$ cat src/rtl/inference_scheduler.sv
// Inference sequencing controller: per-sample load/run/score loop
// with a restoring divider producing running accuracy.
module inference_scheduler #(
    parameter int out_rows       = 10,
    parameter int max_inputs     = 200,
    parameter int timeout_cycles = 4096,
    localparam int CW = $clog2(max_inputs + 1),
    localparam int DW = CW + 7,
    localparam int TW = (timeout_cycles > 2) ? $clog2(timeout_cycles) : 1,
    localparam int KW = $clog2(DW + 1)
) (
    input  logic                clk,
    input  logic                rst_overall,
    input  logic                enable_inference,
    input  logic                upload_done,
    input  logic [CW-1:0]       num_samples,
    output logic                load_req,
    input  logic                input_loaded,
    input  logic                final_done,
    input  logic [out_rows-1:0] expected_value,
    input  logic [out_rows-1:0] final_out,
    output logic [out_rows-1:0] expected_output,
    output logic [out_rows-1:0] obtained_output,
    output logic [CW-1:0]       sample_count,
    output logic [CW-1:0]       correct_count,
    output logic [8:0]          accuracy,
    output logic                acc_valid,
    output logic                busy,
    output logic                done,
    output logic                timeout_err
);

    typedef enum logic [3:0] {
        IDLE, LOAD, WAIT_IN, RUN, SCORE, DIVIDE, NEXT, DONE, ERR
    } state_t;

    state_t        state, state_d;
    logic [CW-1:0] target;
    logic [TW-1:0] timer;
    logic [KW-1:0] div_cnt;
    logic [DW-1:0] dvd, quo, quo_nxt;
    logic [CW-1:0] rem, rem_nxt;
    logic [CW:0]   trial, diff;
    logic          fits, timeout_hit, abort, start, match, div_last;

    assign busy        = !(state inside {IDLE, DONE, ERR});
    assign done        = (state == DONE);
    assign timeout_err = (state == ERR);
    assign load_req    = (state == LOAD);
    assign abort       = busy && !enable_inference;
    assign start       = enable_inference && upload_done;
    assign timeout_hit = (timer == TW'(timeout_cycles - 1));
    assign match       = (expected_output == obtained_output);
    assign div_last    = (div_cnt == KW'(DW - 1));

    // One restoring-division step: shift in the next dividend bit
    always_comb begin
        trial   = {rem, dvd[DW-1]};
        diff    = trial - {1'b0, sample_count};
        fits    = (trial >= {1'b0, sample_count});
        rem_nxt = fits ? diff[CW-1:0] : trial[CW-1:0];
        quo_nxt = {quo[DW-2:0], fits};
    end

    always_ff @(posedge clk) begin
        if (rst_overall) state <= IDLE;
        else             state <= state_d;
    end

    always_comb begin
        state_d = state;
        unique case (state)
            IDLE:    if (start) state_d = (num_samples == '0) ? DONE : LOAD;
            LOAD:    state_d = WAIT_IN;
            WAIT_IN: begin
                if (input_loaded)     state_d = RUN;
                else if (timeout_hit) state_d = ERR;
            end
            RUN: begin
                if (final_done)       state_d = SCORE;
                else if (timeout_hit) state_d = ERR;
            end
            SCORE:   state_d = DIVIDE;
            DIVIDE:  if (div_last) state_d = NEXT;
            NEXT:    state_d = (sample_count == target) ? DONE : LOAD;
            DONE:    if (!enable_inference) state_d = IDLE;
            ERR:     if (!enable_inference) state_d = IDLE;
            default: state_d = IDLE;
        endcase
        if (abort) state_d = IDLE;
    end

    always_ff @(posedge clk) begin
        if (rst_overall) begin
            target          <= '0;
            timer           <= '0;
            div_cnt         <= '0;
            dvd             <= '0;
            quo             <= '0;
            rem             <= '0;
            expected_output <= '0;
            obtained_output <= '0;
            sample_count    <= '0;
            correct_count   <= '0;
            accuracy        <= '0;
            acc_valid       <= 1'b0;
        end else begin
            acc_valid <= 1'b0;
            if (!abort) begin
                unique case (state)
                    IDLE: if (start) begin
                        target        <= num_samples;
                        sample_count  <= '0;
                        correct_count <= '0;
                        accuracy      <= '0;
                        timer         <= '0;
                    end
                    LOAD:    timer <= '0;
                    WAIT_IN: timer <= input_loaded ? '0 : timer + TW'(1);
                    RUN: begin
                        if (final_done) begin
                            expected_output <= expected_value;
                            obtained_output <= final_out;
                        end else begin
                            timer <= timer + TW'(1);
                        end
                    end
                    SCORE: begin
                        sample_count  <= sample_count + CW'(1);
                        correct_count <= correct_count + CW'(match);
                        dvd     <= DW'(correct_count + CW'(match)) * DW'(100);
                        rem     <= '0;
                        quo     <= '0;
                        div_cnt <= '0;
                    end
                    DIVIDE: begin
                        dvd     <= {dvd[DW-2:0], 1'b0};
                        rem     <= rem_nxt;
                        quo     <= quo_nxt;
                        div_cnt <= div_cnt + KW'(1);
                        if (div_last) begin
                            accuracy  <= (quo_nxt > DW'(511)) ? 9'h1ff
                                                              : quo_nxt[8:0];
                            acc_valid <= 1'b1;
                        end
                    end
                    default: ;
                endcase
            end
        end
    end

endmodule

$ cat config.mk
export PLATFORM = sky130hd
export DESIGN_NAME = inference_scheduler
export DESIGN_NICKNAME = d
export VERILOG_FILES = /design/src/rtl/inference_scheduler.sv
export SDC_FILE = /design/constraint.sdc
export NUM_CORES = 1
export LEC_CHECK = 0
export BUFFER_PORTS_ARGS = -buffer_cell sky130_fd_sc_hd__buf_2
export CAP_MARGIN = 20
export CORE_MARGIN = 2
export CORE_UTILIZATION = 58
export CTS_BUF_LIST = sky130_fd_sc_hd__clkbuf_4 sky130_fd_sc_hd__clkbuf_8 sky130_fd_sc_hd__clkbuf_16
export DETAILED_ROUTE_END_ITERATION = 16
export PLACE_DENSITY = 0.81
export REMOVE_ABC_BUFFERS = 1
export SETUP_SLACK_MARGIN = 0.5
export SLEW_MARGIN = 15
export SYNTH_ARGS = -nofsm -noshare
export SYNTH_HDL_FRONTEND = slang
export SYNTH_SLANG_ARGS = --single-unit
$ cat constraint.sdc
create_clock -name clk -period 6.1 [get_ports clk]
set_input_delay 0.305 -clock clk [delete_from_list [all_inputs] [get_ports clk]]
set_output_delay 0.305 -clock clk [all_outputs]
set_load 0.1 [all_outputs]
==> flow_metrics.py, run 1 <==
metrics = {
    "cts": {
        "htree_levels": 3,
        "cts_resized": 0,
        "cts_tree": "done",
        "holdBufCountCts": 0,
        "clock_latency_ns": 0.38,
        "root_buffer": "clkbuf_8",
        "clockBufferDepth": 2,
        "clkSinkCount": 109,
        "postCtsSetupBuffers": 0,
        "clkSlewWorstSetupHoldPaths_ns": 0.11,
        "numCtsBuffers": 9,
    },
    "finish": {
        "layout_common_cells": "109 x dfxtp_1, 87 x nand2_1, 83 x buf_2, 59 x nor2_1, 45 x a21oi_1",
        "insertedDiodeCount": 0,
        "nets": 836,
        "nFillCells": 825,
        "layout-drive-gt1-share": 0.169,
        "syn_to_final_growth_pct": 11.4,
        "layout_commonest_cell": "dfxtp_1",
    },
    "yosys": {
        "yosys_most_used_dff": "dfxtp_1",
        "synthCells": 690,
        "synthAdderAreaFrac": 0.107,
        "yosysWarnings": 0,
        "async_reset_ff_frac": 0,
        "yosysTopAreaCell": "dfxtp_1",
        "yosys-top-cells-area": "dfxtp_1 37%, ha_1 9.0%, nand2_1 5.5%, xnor2_1 5.1%, a21oi_1 3.8%",
        "synthMuxAreaShare": 0.0151,
        "synth_edf_count": 0,
        "synth_area_um2": 5960,
        "ys_ff_latch": 109,
        "synthDistinctLibCells": 64,
        "synthXorXnorAreaFrac": 0.0779,
        "synth_compound_area_frac": 0.182,
        "synth_top_area_frac": 0.366,
        "synth_top_family_by_area": "simple AND/OR/NAND/NOR gates",
        "syn_avg_cell_area_um2": 8.64,
        "synthSimpleGateAreaFrac": 0.203,
        "ys_seq_area_frac": 0.366,
    },
    "grt": {
        "antenna_found_initial": 0,
        "track_usage": 0.247,
        "grt_max_degree": 83,
        "grt_pass1_wl_um": 22800,
        "grt_pass1_vias": 5024,
        "grt_overflow_total": 0,
    },
    "detailed_routing": {
        "wl_met1_um": 5870,
        "wl_per_cell_um": 15.1,
        "final_antenna_net_count": 0,
        "drt-total-wl_um": 13500,
        "dr.first_iter.drc_count": 268,
        "top_layer": "met4",
        "met3_length_um": 814,
        "vias": 5212,
        "firstDrtPassIters": 5,
        "drc": 0,
        "viasPerCell": 5.84,
        "met2WireLength_um": 6580,
    },
    "timing": {
        "fmax_ghz": 0.205,
        "min_period_ns": 4.88,
        "drv_slew": 0,
        "rsz0062_at_grt": "false",
        "tightest_slew_ns": 0.890,
        "relSlewSlack": 0.407,
        "tns_ns": 0,
        "skew_ns": 0.0157,
        "finalSetupViolations": 0,
        "fin_crit_sh": 0.800,
        "hold_viol_final": 0,
    },
    "critical_path": {
        "critPathArrivalTime_ns": 5.22,
        "reg2regPathDepth": 18,
        "path_class": "flip-flop to flip-flop",
        "start_kind": "flip-flop",
        "endpoint_kind": "flip-flop",
        "crit_required_ns": 6.44,
        "regToRegSetupSlack_ns": 1.22,
        "cp_max_fo": 5,
    },
    "worst_hold_path": {
        "min_path_cells": 3,
        "min_path_type": "input port to flip-flop",
    },
    "placed_design": {
        "gp_congestion": 0.858,
        "port_buffers": 83,
        "hpwlAfterDp_um": 9840,
    },
    "floorplanning": {
        "die_height_um": 105,
        "io_pins": 84,
        "rows": 36,
        "start_util": 0.604,
        "core_um2": 9860,
        "dieArea_um2": 11100,
        "die_w_um": 105,
    },
    "power": {
        "leakage_nw": 2.91,
        "vdd_drop_max_uv": 168,
        "powerDensity_nw_per_um2": 243,
        "power_mw": 1.62,
    },
    "run": {
        "maxCapViolCount": 0,
    },
    "status": {
        "status": "finished, final reports clean",
    },
}
-- critical path, cell delays in order (launching register included) --
cell,delay (ns)
dfxtp_1,0.39
xnor2_1,0.13
nand4_1,0.13
nor4_1,0.34
ha_1,0.28
ha_1,0.26
and3_1,0.24
xor2_1,0.30
ha_1,0.31
ha_1,0.28
inv_1,0.05
fa_1,0.51
inv_1,0.05
ha_1,0.33
o21a_1,0.21
a2111oi_0,0.42
nor3_1,0.14
nor4b_1,0.31
a211o_1,0.15
-- per-layer routing --
metal | GRT usage | vias up
met3 | 0.0544 | 24
met1 | 0.305 | 2449
li1 | - | 2578
met2 | 0.429 | 161
met4 | 0.0733 | 0
met5 | 0 | -
-- synth_stat cells (2+ instances only) --
library cell / n
a32o_1: 2
o21bai_1: 4
o21ai_1: 10
nand2b_1: 6
mux2i_1: 9
nor3_2: 2
nand3_2: 3
a211oi_2: 9
a211oi_1: 4
fa_1: 5
o211ai_1: 2
or3_1: 4
nand4_1: 10
a21o_1: 6
xor2_1: 18
nand2_1: 87
a22oi_1: 10
o31ai_1: 5
a31oi_1: 2
o21a_1: 2
o31a_1: 2
xnor2_1: 35
and3_1: 13
a22o_1: 14
a222oi_1: 8
buf_6: 2
ha_1: 43
nor2_1: 59
nand4b_1: 2
buf_2: 12
nor4_1: 6
o21ai_0: 15
nand3_1: 16
dfxtp_1: 109
clkbuf_1: 19
inv_1: 34
nor2b_1: 5
nor3_1: 26
a21oi_1: 45
-- flip-flops by register name, summed over array words and instances, names as in the netlist --
register	count
obtained_output	10
state	4
accuracy	9
rem	8
quo	14
timer	12
dvd	13
expected_output	10
correct_count	8
target	8
sample_count	8
acc_valid	1
div_cnt	4
-- stage by stage --
step / cell area (um^2) / cells / setup slack, ns / util / hold WS [ns]
after CTS: 6620 / 890 / 1.20 / 0.671 / 0.143
final: 6640 / 892 / 1.22 / 0.673 / 0.145
after global routing: 6640 / 892 / 0.788 / 0.673 / 0.139
after floorplan: 5800 / 656 / 1.14 / - / 0.370
after detailed placement: 6400 / 874 / 1.25 / 0.649 / 0.449
after global placement: 6400 / 874 / 1.47 / 0.649 / 0.444
-- logic make-up after synthesis --
logic type | after synthesis
compound gates | 152
xor+xnor | 53
fa+ha+maj | 48
buf+inv | 68
flops | 109
mux | 9
simple gates | 251
-- layout make-up --
class	count	area, um^2	area share
repair buffers	87	445	0.0671
inverters	34	128	0.0192
clock buffers	10	131	0.0198
clock inverters	6	82.6	0.0124
well taps	133	166	0.0251
flip-flops and latches	109	2180	0.329
multi-input cells	513	3500	0.528
-- where the power goes --
part	total, mW	leakage, nW	switching (mW)	internal, mW
combinational	0.378	1.92	0.268	0.110
clock	0.464	0.105	0.261	0.203
sequential	0.775	0.879	0.0415	0.733
total	1.62	2.91	0.570	1.05
-- worst paths after layout --
kind | startpoint | end
max | expected_output[7] | dvd[14]
min | expected_value[0] | expected_output[0]
max reg2reg | expected_output[7] | dvd[14]
min reg2reg | dvd[8] | dvd[9]
No activity file was read; power rests on OpenSTA's default activity.
==> run 2, diff against run 1 <==
- clock period: 6.1 -> 4.52 ns (I/O delays scaled with it)
==> run 2 against run 1 <==
Clock power is 26% higher; sequential power is 35% higher; largest cell class unchanged; largest power group unchanged; first-iteration DRC count is 93% higher; clock skew is 0.0049 ns lower.
==> flow_metrics.py, run 2 (synthesis gave the netlist of run 1 again) <==
metrics = {
    "critical_path": {
        "cp_max_fo": 3,
        "start_kind": "flip-flop",
        "crit_required_ns": 4.80,
        "crit_top_cell": "ha_4",
        "endpoint_kind": "flip-flop",
        "path_class": "flip-flop to flip-flop",
        "critPathArrivalTime_ns": 4.59,
        "crit_slowest_cell": "fa_1",
        "max_stage_delay_ns": 0.51,
        "regToRegSetupSlack_ns": 0.21,
        "cp_top_family": "adder cells",
        "crit_buf_inv": 3,
        "crit_chain": "xnor2_2 -> nand4_1 -> nor4_4 -> ha_2 -> ha_4 -> and3_4 -> xor2_4 -> ha_4 -> ha_4 -> inv_2 -> fa_1 -> inv_2 -> ha_4 -> inv_4 -> o21ai_4 -> a2111oi_4 -> nor3_2 -> nor4b_2 -> a211o_1",
    },
    "timing": {
        "fmax_ghz": 0.232,
        "hold_viol_final": 0,
        "tightest_slew_ns": 1.16,
        "drv_slew": 0,
        "min_period_ns": 4.31,
        "holdWs_ns": 0.0603,
        "skew_ns": 0.0108,
        "fin_crit_sh": 0.953,
        "rsz0062_at_grt": "true",
        "finalSetupViolations": 0,
        "relSlewSlack": 0.226,
    },
    "floorplanning": {
        "io_pins": 84,
        "core_um2": 9860,
        "die_w_um": 105,
        "die_height_um": 105,
        "dieArea_um2": 11100,
        "start_util": 0.604,
        "rows": 36,
    },
    "cts": {
        "htree_levels": 3,
        "clkSlewWorstSetupHoldPaths_ns": 0.11,
        "cts_tree": "done",
        "clock_latency_ns": 0.39,
        "root_buffer": "clkbuf_8",
        "numCtsBuffers": 9,
        "clkSinkCount": 109,
        "clockBufferDepth": 2,
    },
    "finish": {
        "syn_to_final_growth_pct": 20.7,
        "nFillCells": 721,
        "largest_reg_flops": 14,
        "layout-drive-gt1-share": 0.271,
        "insertedDiodeCount": 0,
        "layout_commonest_cell": "dfxtp_1",
        "final_core_util": 0.729,
        "final_area_um2": 7190,
        "largestRegisters": "quo (14), dvd (13), timer (12)",
        "nets": 853,
        "top_register": "quo",
        "layout_common_cells": "93 x dfxtp_1, 87 x nand2_1, 83 x buf_2, 58 x nor2_1, 42 x a21oi_1",
    },
    "grt": {
        "grt_pass1_wl_um": 24700,
        "grt_overflow_total": 0,
        "grt_pass1_vias": 5221,
        "grt_max_degree": 49,
        "antenna_found_initial": 0,
        "track_usage": 0.270,
    },
    "detailed_routing": {
        "dr.first_iter.drc_count": 516,
        "drc": 0,
        "vias": 5470,
        "final_antenna_net_count": 0,
        "viasPerCell": 6.02,
        "firstDrtPassIters": 7,
        "wl_per_cell_um": 17.5,
        "drt-total-wl_um": 15900,
    },
    "placed_design": {
        "port_buffers": 83,
        "gp_congestion": 0.865,
        "place_area_um2": 6450,
        "hpwlAfterDp_um": 9780,
    },
    "power": {
        "vdd_drop_max_uv": 171,
        "leakage_nw": 3.01,
        "powerDensity_nw_per_um2": 301,
    },
    "run": {
        "maxCapViolCount": 0,
    },
    "status": {
        "status": "finished, final reports clean",
    },
    "worst_hold_path": {
        "min_path_type": "input port to flip-flop",
    },
}
run 2: cell types whose count changed in the layout (fill, tap and decap cells not counted), moves of 14 or more:
cell / before / now
ha_4: 0 / 14
ha_1: 43 / 28
buf_4: 4 / 18
dfxtp_1: 109 / 93
dfxtp_2: 0 / 16
run 2: per-stage QoR:
step / setup WS [ns] / TNS [ns] / std cells / power, mW
after floorplan: -0.445 / -1.07 / 656 / 1.42
after global placement: 0.0476 / 0 / 880 / 1.55
after detailed placement: -0.130 / -0.130 / 880 / 1.56
after CTS: 0.435 / 0 / 903 / 2.14
after global routing: 0.0309 / 0 / 909 / 2.25
final: 0.213 / 0 / 909 / 2.16
run 2: layout make-up:
cell class | count | area [um^2] | share of cell area
multi-input combinational | 513 | 3920 | 0.545
sequential | 109 | 2200 | 0.306
timing repair buffer | 104 | 584 | 0.0813
tap | 133 | 166 | 0.0231
inverter | 34 | 130 | 0.0181
clock buffer | 9 | 124 | 0.0172
clock inverter | 7 | 65.1 | 0.00905
run 2: worst paths after layout:
path	startpoint	endpoint	cells past startpoint
hold / removal	expected_value[2]	expected_output[2]	3
setup reg to reg	obtained_output[5]	dvd[14]	19
hold reg to reg	expected_output[4]	expected_output[4]	2
setup / recovery	obtained_output[5]	dvd[14]	19
run 2: timing repair:
item / CTS / global route
hold buffers: 0 / 0
pin swaps: 29 / 16
buffers inserted: 7 / 5
endpoints found under the setup margin: 5 / 7
resized for setup: 54 / 31
run 2: per-layer routing:
metal / up-vias / GRT usage / routed length, um
met2: 241 / 0.469 / 7870
met4: 0 / 0.110 / 543
met3: 43 / 0.0495 / 1060
met5: - / 0 / 0
met1: 2579 / 0.330 / 6410
li1: 2607 / - / -
run 2: report_power, final:
| part | switching [mW] | total, mW | internal, mW |
|---|---|---|---|
| clock | 0.370 | 0.586 | 0.215 |
| sequential | 0.0582 | 1.05 | 0.990 |
| combinational | 0.374 | 0.530 | 0.156 |
| total | 0.803 | 2.16 | 1.36 |
run 2: tightest hold or removal path, delay by kind of cell:
kind	cells	cell delay [ns]
buf+inv	1	0.09
simple gates	1	0.04
compound gates	1	0.05
==> run 3, diff against run 2 <==
- BUFFER_PORTS_ARGS: -buffer_cell sky130_fd_sc_hd__buf_2 -> -buffer_cell sky130_fd_sc_hd__buf_4
==> run 3 against run 2 <==
First-iteration DRC count decreased by 42%; clock power down 3.8%; die area did not move; via count fell by 0.38%; hold slack better by 0.015 ns; non-clock buffer count stayed put; flip-flop and latch count stayed put; register-to-register slack worse by 0.03 ns.
==> flow_metrics.py, run 3 (synthesis gave the netlist of run 1 again) <==
metrics = {
    "critical_path": {
        "reg2regPathDepth": 17,
        "cp_max_fo": 4,
        "crit_top_cell": "ha_1",
        "path_depth": 17,
        "crit_buf_inv": 1,
        "crit_required_ns": 4.77,
        "r2r_end": "dvd[11]",
        "start_kind": "flip-flop",
        "regToRegSetupSlack_ns": 0.18,
        "endpoint_kind": "flip-flop",
        "r2r-start": "expected_output[2]",
        "crit_slowest_cell": "a222oi_1",
        "cp_top_family": "adder cells",
        "crit_chain": "xnor2_1 -> nand4_1 -> nor4_2 -> ha_2 -> ha_4 -> buf_4 -> xor2_1 -> ha_1 -> ha_1 -> ha_1 -> ha_1 -> a21o_1 -> a211oi_4 -> o21bai_2 -> xor2_1 -> a222oi_1 -> nor2_1",
        "crit_start": "expected_output[2]",
        "max_stage_delay_ns": 0.36,
        "setup.worst_path.end": "dvd[11]",
        "path_class": "flip-flop to flip-flop",
        "critPathArrivalTime_ns": 4.59,
    },
    "grt": {
        "grt_max_degree": 83,
        "track_usage": 0.275,
        "grt_pass1_vias": 5174,
        "antenna_found_initial": 0,
        "grt_overflow_total": 0,
        "grt_pass1_wl_um": 24800,
    },
    "floorplanning": {
        "die_w_um": 105,
        "rows": 36,
        "core_um2": 9860,
        "start_util": 0.604,
        "die_height_um": 105,
        "io_pins": 84,
        "dieArea_um2": 11100,
    },
    "finish": {
        "final_area_um2": 7350,
        "largest_reg_flops": 14,
        "syn_to_final_growth_pct": 23.4,
        "layout_common_cells": "103 x buf_4, 94 x dfxtp_1, 87 x nand2_1, 58 x nor2_1, 43 x a21oi_1",
        "largestRegisters": "quo (14), dvd (13), timer (12)",
        "stdcell_count": 909,
        "layout_commonest_cell": "buf_4",
        "layout-drive-gt1-share": 0.265,
        "multiInputGateArea_um2": 3890,
        "ff_latch_area_um2": 2200,
        "nets": 853,
        "insertedDiodeCount": 0,
        "top_register": "quo",
        "nFillCells": 675,
        "final_core_util": 0.745,
    },
    "timing": {
        "rsz0062_at_grt": "true",
        "min_period_ns": 4.34,
        "hold_viol_final": 0,
        "worst_slack_ns": 0.182,
        "relSlewSlack": 0.224,
        "drv_slew": 0,
        "fin_crit_sh": 0.960,
        "tightest_slew_ns": 1.16,
        "finalSetupViolations": 0,
        "tns_ns": 0,
        "skew_ns": 0.00845,
        "fmax_ghz": 0.231,
    },
    "power": {
        "powerDensity_nw_per_um2": 292,
        "leakage_nw": 3.04,
        "vdd_drop_max_uv": 215,
    },
    "placed_design": {
        "gp_congestion": 0.866,
        "dp.cells": 878,
        "dp_slack_ns": -0.148,
        "hpwlAfterDp_um": 9950,
        "place_area_um2": 6640,
        "port_buffers": 83,
    },
    "cts": {
        "root_buffer": "clkbuf_8",
        "holdBufCountCts": 0,
        "numCtsBuffers": 9,
        "htree_levels": 3,
        "clkSinkCount": 109,
        "clkSlewWorstSetupHoldPaths_ns": 0.10,
        "cts_tree": "done",
        "clock_latency_ns": 0.38,
        "clockBufferDepth": 2,
    },
    "detailed_routing": {
        "viasPerCell": 5.99,
        "drt-total-wl_um": 15500,
        "firstDrtPassIters": 5,
        "dr.first_iter.drc_count": 299,
        "final_antenna_net_count": 0,
        "wl_per_cell_um": 17.1,
        "drc": 0,
        "vias": 5449,
    },
    "status": {
        "status": "finished, final reports clean",
    },
    "worst_hold_path": {
        "min_path_type": "input port to flip-flop",
    },
    "run": {
        "maxCapViolCount": 0,
    },
}
[run 3: cell count changes in the layout (fill, tap and decap cells not counted), moves of 2 or more]
cell and change:
a21oi_2 -2, buf_6 -2, ha_4 -4, buf_2 -83, inv_8 -2, buf_4 +85, ha_1 +3
[run 3: routing by layer]
layer / global-route usage / share of wire
met5: 0 / 0
met4: 0.167 / 0.044
met3: 0.0711 / 0.070
met2: 0.456 / 0.49
met1: 0.318 / 0.40
[run 3: repair_timing]
action,in CTS,in global routing
endpoints found under the setup margin,5,7
setup buffers,10,4
pin swaps,23,11
resized for setup,51,26
[run 3: tightest hold or removal path, stage by stage]
cell and delay [ns]:
buf_4 0.11, nand2_1 0.04, a21oi_1 0.05
[run 3: through the flow]
stage | hold slack (ns) | power (mW)
after global placement | 0.445 | 1.56
final | 0.0752 | 2.14
after CTS | 0.0720 | 2.13
after detailed placement | 0.448 | 1.57
after global routing | 0.0726 | 2.23
after floorplan | 0.291 | 1.42
[run 3: how the worst min path moves through the flow]
| stage | startpoint | slack [ns] | to | cells past startpoint |
|---|---|---|---|---|
| 2_1_floorplan | rst_overall | 0.29 | accuracy[0] | 1 |
| 3_3_place_gp | dvd[2] | 0.44 | dvd[2] | 2 |
| 3_5_place_dp | dvd[8] | 0.45 | dvd[9] | 2 |
| 4_1_cts | final_out[6] | 0.07 | obtained_output[6] | 3 |
| 5_1_grt | final_out[5] | 0.07 | obtained_output[5] | 3 |
| 6_report | final_out[9] | 0.08 | obtained_output[9] | 3 |
[run 3: power breakdown]
| group | internal, mW | switching [mW] |
|---|---|---|
| clock network | 0.212 | 0.352 |
| registers | 0.989 | 0.0562 |
| logic | 0.170 | 0.364 |
| total | 1.37 | 0.772 |
[run 3: cell type report]
class	instances	area share
sequential	109	0.299
clock buffer	10	0.0179
timing repair buffer	104	0.107
clock inverter	6	0.00630
multi-input combinational	513	0.530
inverter	34	0.0174
tap	133	0.0226
